<file path="config.mk">
export PLATFORM = sky130hd
export DESIGN_NAME = shift_sequencer
export DESIGN_NICKNAME = d
export VERILOG_FILES = /design/src/rtl/shift_seq_pkg.sv /design/src/rtl/shift_seq_model.sv /design/src/rtl/shift_sequencer.sv
export SDC_FILE = /design/constraint.sdc
export NUM_CORES = 1
export LEC_CHECK = 0
export CORE_MARGIN = 1.5
export CORE_UTILIZATION = 48
export CTS_CLUSTER_SIZE = 12
export DETAILED_ROUTE_END_ITERATION = 7
export PLACE_DENSITY_LB_ADDON = 0.3
export SLEW_MARGIN = 30
export SYNTH_ARGS = -nofsm -noshare
export SYNTH_HDL_FRONTEND = slang
export SYNTH_HIERARCHICAL = 1
export SYNTH_SLANG_ARGS = --single-unit
</file>
<file path="constraint.sdc">
create_clock -name clock -period 3.3 [get_ports clock]
set_input_delay 0.66 -clock clock [delete_from_list [all_inputs] [get_ports clock]]
set_output_delay 0.66 -clock clock [all_outputs]
set_load 0.03 [all_outputs]
</file>
<file path="src/rtl/shift_seq_pkg.sv">
// Shared constants and enums for the shift sequencer and its downstream register model.
package shift_seq_pkg;

  localparam int SEQ_W = 4;
  localparam int CNT_W = 3;

  typedef enum logic [1:0] {
    OP_LOAD = 2'b00,
    OP_ROTL = 2'b01,
    OP_ROTR = 2'b10,
    OP_ASR  = 2'b11
  } op_e;

  typedef enum logic [1:0] {
    ST_IDLE  = 2'b00,
    ST_LOAD  = 2'b01,
    ST_SHIFT = 2'b10,
    ST_DONE  = 2'b11
  } state_e;

endpackage

</file>
<file path="src/rtl/shift_seq_model.sv">
// Combinational next-state function of the downstream 4-bit shift register.
import shift_seq_pkg::*;

module shift_model (
  input  logic [SEQ_W-1:0] q,
  input  logic             parallel_loadn,
  input  logic             rotate_right,
  input  logic             as_right,
  input  logic [SEQ_W-1:0] data_in,
  output logic [SEQ_W-1:0] q_next
);

  always_comb begin
    q_next = q;
    if (!parallel_loadn) begin
      q_next = data_in;
    end else if (!rotate_right) begin
      q_next = {q[SEQ_W-2:0], q[SEQ_W-1]};
    end else if (!as_right) begin
      q_next = {q[0], q[SEQ_W-1:1]};
    end else begin
      q_next = {q[SEQ_W-1], q[SEQ_W-1:1]};
    end
  end

endmodule

</file>
<file path="src/rtl/shift_sequencer.sv">
// Command-driven sequencer that steers a downstream shift register and tracks its contents in shadow_q.
import shift_seq_pkg::*;

module shift_sequencer (
  input  logic             clock,
  input  logic             reset,
  input  logic             cmd_valid,
  output logic             cmd_ready,
  input  logic [1:0]       cmd_op,
  input  logic [SEQ_W-1:0] cmd_data,
  input  logic [CNT_W-1:0] cmd_count,
  output logic             ParallelLoadn,
  output logic             RotateRight,
  output logic             ASRight,
  output logic [SEQ_W-1:0] Data_IN,
  output logic [SEQ_W-1:0] shadow_q,
  output logic             busy,
  output logic             done
);

  state_e           state_q, state_d;
  op_e              op_q, op_d;
  logic [SEQ_W-1:0] data_q, data_d;
  logic [CNT_W-1:0] cnt_q, cnt_d;
  logic [SEQ_W-1:0] shadow_d;

  always_ff @(posedge clock) begin
    if (reset) begin
      state_q  <= ST_IDLE;
      op_q     <= OP_LOAD;
      data_q   <= '0;
      cnt_q    <= '0;
      shadow_q <= '0;
    end else begin
      state_q  <= state_d;
      op_q     <= op_d;
      data_q   <= data_d;
      cnt_q    <= cnt_d;
      shadow_q <= shadow_d;
    end
  end

  always_comb begin
    state_d = state_q;
    op_d    = op_q;
    data_d  = data_q;
    cnt_d   = cnt_q;
    case (state_q)
      ST_IDLE: begin
        if (cmd_valid) begin
          op_d   = op_e'(cmd_op);
          data_d = cmd_data;
          cnt_d  = cmd_count;
          if (op_e'(cmd_op) == OP_LOAD) begin
            state_d = ST_LOAD;
          end else if (cmd_count != '0) begin
            state_d = ST_SHIFT;
          end else begin
            state_d = ST_DONE;
          end
        end
      end
      ST_LOAD: state_d = ST_DONE;
      ST_SHIFT: begin
        cnt_d = cnt_q - 3'd1;
        if (cnt_q <= 3'd1) begin
          state_d = ST_DONE;
        end
      end
      ST_DONE: state_d = ST_IDLE;
      default: state_d = ST_IDLE;
    endcase
  end

  // Outside SHIFT the register reloads its own value, so it holds.
  always_comb begin
    ParallelLoadn = 1'b0;
    RotateRight   = 1'b1;
    ASRight       = 1'b1;
    Data_IN       = shadow_q;
    busy          = (state_q != ST_IDLE);
    done          = (state_q == ST_DONE);
    cmd_ready     = (state_q == ST_IDLE);
    case (state_q)
      ST_LOAD: Data_IN = data_q;
      ST_SHIFT: begin
        ParallelLoadn = 1'b1;
        case (op_q)
          OP_ROTL: RotateRight = 1'b0;
          OP_ROTR: ASRight     = 1'b0;
          default: ;
        endcase
      end
      default: ;
    endcase
  end

  shift_model u_model (
    .q              (shadow_q),
    .parallel_loadn (ParallelLoadn),
    .rotate_right   (RotateRight),
    .as_right       (ASRight),
    .data_in        (Data_IN),
    .q_next         (shadow_d)
  );

endmodule

</file>
==> flow_summary.yaml <==
die:
  pin_count: 26
  std_cell_rows: 14
  die_height_microns: 45.0
  core_sq_um: 1580
  chipWidth_microns: 45.0
  dieArea_sq_um: 2020
  initial_utilization_pct: 53.7
final_layout:
  nNetsFinal: 145
  diodes: 0
  mostFrequentLayoutCells: "clkdlybuf4s50_1 (25), dfxtp_1 (15), a21oi_1 (13)"
  layout_commonest_cell: "clkdlybuf4s50_1"
  drive_above_1_share_pct: 7.94
  fillers: 138
  syn2layout_area_growth_pct: 32.5
setup_path:
  critical_path.top_delay_family: "buffers and inverters"
  crit_arrival_ns: 2.29
  crit_path_end_kind: "output port"
  rrSetupSlack_ns: 1.33
  start_kind: "register"
  critPathBufInv: 2
  required_ns: 2.64
  r2r-start: "state_q[0]"
  critical_path_class: "reg -> out"
  path_cells: "inv_1, ha_1, nand3b_1, clkdlybuf4s50_1"
  critPathSlowestCell: "clkdlybuf4s50_1"
  timing.rr.end: "shadow_q[1]"
  critical_path.max_stage_delay_ns: 0.68
  crit_start: "state_q[0]"
  ff2ff_path_depth: 6
  crit_path_max_fanout: 18
clocking:
  holdBufCountCts: 0
  htree_levels: 1
  ctsRootBufferMaster: "clkbuf_4"
  clkTransAtPathRegs_ns: 0.09
  cts_resized: 0
  cts_buffer_depth: 2
  cts_tree: "done"
  clock_latency_ns: 0.28
  cts_buffers: 3
  cts_sinks: 15
  post-cts-setup-buffers: 0
sta:
  period_share_pct: 89.5
  setup_violations: 0
  fin_ws_ns: 0.348
  finClkSkew_ns: 0.00511
  fmax_mhz: 339
  fin_setup_tns_ns: 0
  drv_slew: 0
  rsz0062_at_grt: "false"
  worst_pin_slew_ns: 0.594
  slew-limit-headroom_pct: 60.4
  hold_violations: 0
  layout_min_cycle_time_ns: 2.95
route:
  ant_nets: 0
  routed_via_density: 5.50
  wl_microns: 1840
  wl_per_cell_microns: 12.9
  remaining_drc_errors: 0
  drt_iter0_drc: 16
  first_pass_iters: 4
  via_count: 781
global_routing:
  track_usage_pct: 20.3
  grt_start_max_net_pins: 19
  grt_pass1_vias: 719
  grt_overflow: 0
  grt_pass1_wl_microns: 3030
  grt_antenna_before_repair: 0
job:
  maxCapViolations: 0
place:
  pre_cts_slack_ns: 0.649
  place_congestion: 0.770
  place_hpwl_microns: 1420
  numPortBuffers: 25
outcome:
  outcome: "finished, final reports clean"
power:
  power_mw: 1.02
  max-vdd-ir-drop_mv: 0.582
  p_per_area_nw_per_um2: 914
  p_leak_nw: 0.457
logic_synthesis:
  ys_seq_area_share_pct: 35.5
  synth_nets: 119
  synth_cell_type_count: 28
  synth_seq_cells: 15
  synth_area_per_cell_sq_um: 8.37
  syn_area_sq_um: 846
  synth_cells: 101
  ys_warn_count: 6
  async_reset_ff_share_pct: 0
  synth_edf_count: 0
  synth_ff_type: "dfxtp_1"
min_path:
  min-delay-start: "data_q[1]"
  min_path_type: "reg -> reg"
  min_to: "data_q[1]"
  holdPathStages: 2
==> tightest hold or removal path: stages (launching register included) <==
cell and delay, ns:
dfxtp_1 0.32, nand2_1 0.05, a21oi_1 0.05
==> area by class of cell <==
| type | count | area [sq um] | area share [%] |
|---|---|---|---|
| clock buffer | 4 | 26.3 | 2.34 |
| inverter | 6 | 22.5 | 2.01 |
| multi-input combinational | 76 | 502 | 44.8 |
| sequential | 15 | 300 | 26.8 |
| tap | 16 | 20.0 | 1.79 |
| timing repair buffer | 25 | 250 | 22.3 |
==> worst max path at each step <==
stage                     slack (ns)  depth (start not counted)          end
after CTS                       0.34                          4  RotateRight
after detailed placement        0.65                          4  RotateRight
after global placement          0.74                          4  RotateRight
after floorplan                 1.27                          3  RotateRight
final                           0.35                          4  RotateRight
after global routing            0.16                          4  RotateRight
==> report_power, final <==
part           switching [mW]  internal, mW  total (mW)
combinational           0.367         0.275       0.642
clock                  0.0585        0.0468       0.105
sequential             0.0439         0.234       0.278
==> sequential cells by signal, summed over array words and instances (netlist names) <==
signal / cells
cnt_q: 3
data_q: 4
op_q: 2
shadow_q: 4
state_q: 2
==> logic make-up after synthesis <==
logic type                 count (synthesis)  share of synthesized area (%)
muxes                                      9                           11.8
buffers and inverters                     10                           5.18
AOI/OAI and AO/OA                         22                           16.4
adders and majority gates                  6                           8.88
DFF                                       15                           35.5
and+or+nand+nor                           39                           22.2
==> stage by stage <==
stage | instances | area [sq um] | utilization, % | hold slack (ns)
2_1_floorplan | 101 | 846 | - | 0.433
3_3_place_gp | 138 | 1090 | 69.4 | 0.445
3_5_place_dp | 138 | 1090 | 69.4 | 0.457
4_1_cts | 142 | 1120 | 71.1 | 0.469
5_1_grt | 142 | 1120 | 71.1 | 0.495
6_report | 142 | 1120 | 71.1 | 0.463
==> metal layers <==
layer / vias up / track usage (%) / share of wire, %
li1: 403 / - / -
met1: 359 / 24.8 / 47
met2: 19 / 34.9 / 49
met3: 0 / 4.40 / 4.0
met4: 0 / 7.65 / 0
met5: - / 0 / 0
==> Yosys cell counts (2+ instances only) <==
library cell,count,share of area (%)
mux2_2,4,5.3
nor2_1,9,4.0
nor3_1,2,1.2
nand2_1,12,5.3
mux2i_1,4,4.7
nand3b_1,3,2.7
inv_1,6,2.7
dfxtp_1,15,36
nand3_1,6,3.6
a21oi_1,13,7.7
ha_1,6,8.9
buf_2,2,1.2
nor2b_1,4,3.0
Note: power is estimated with default switching activity, not from simulation.
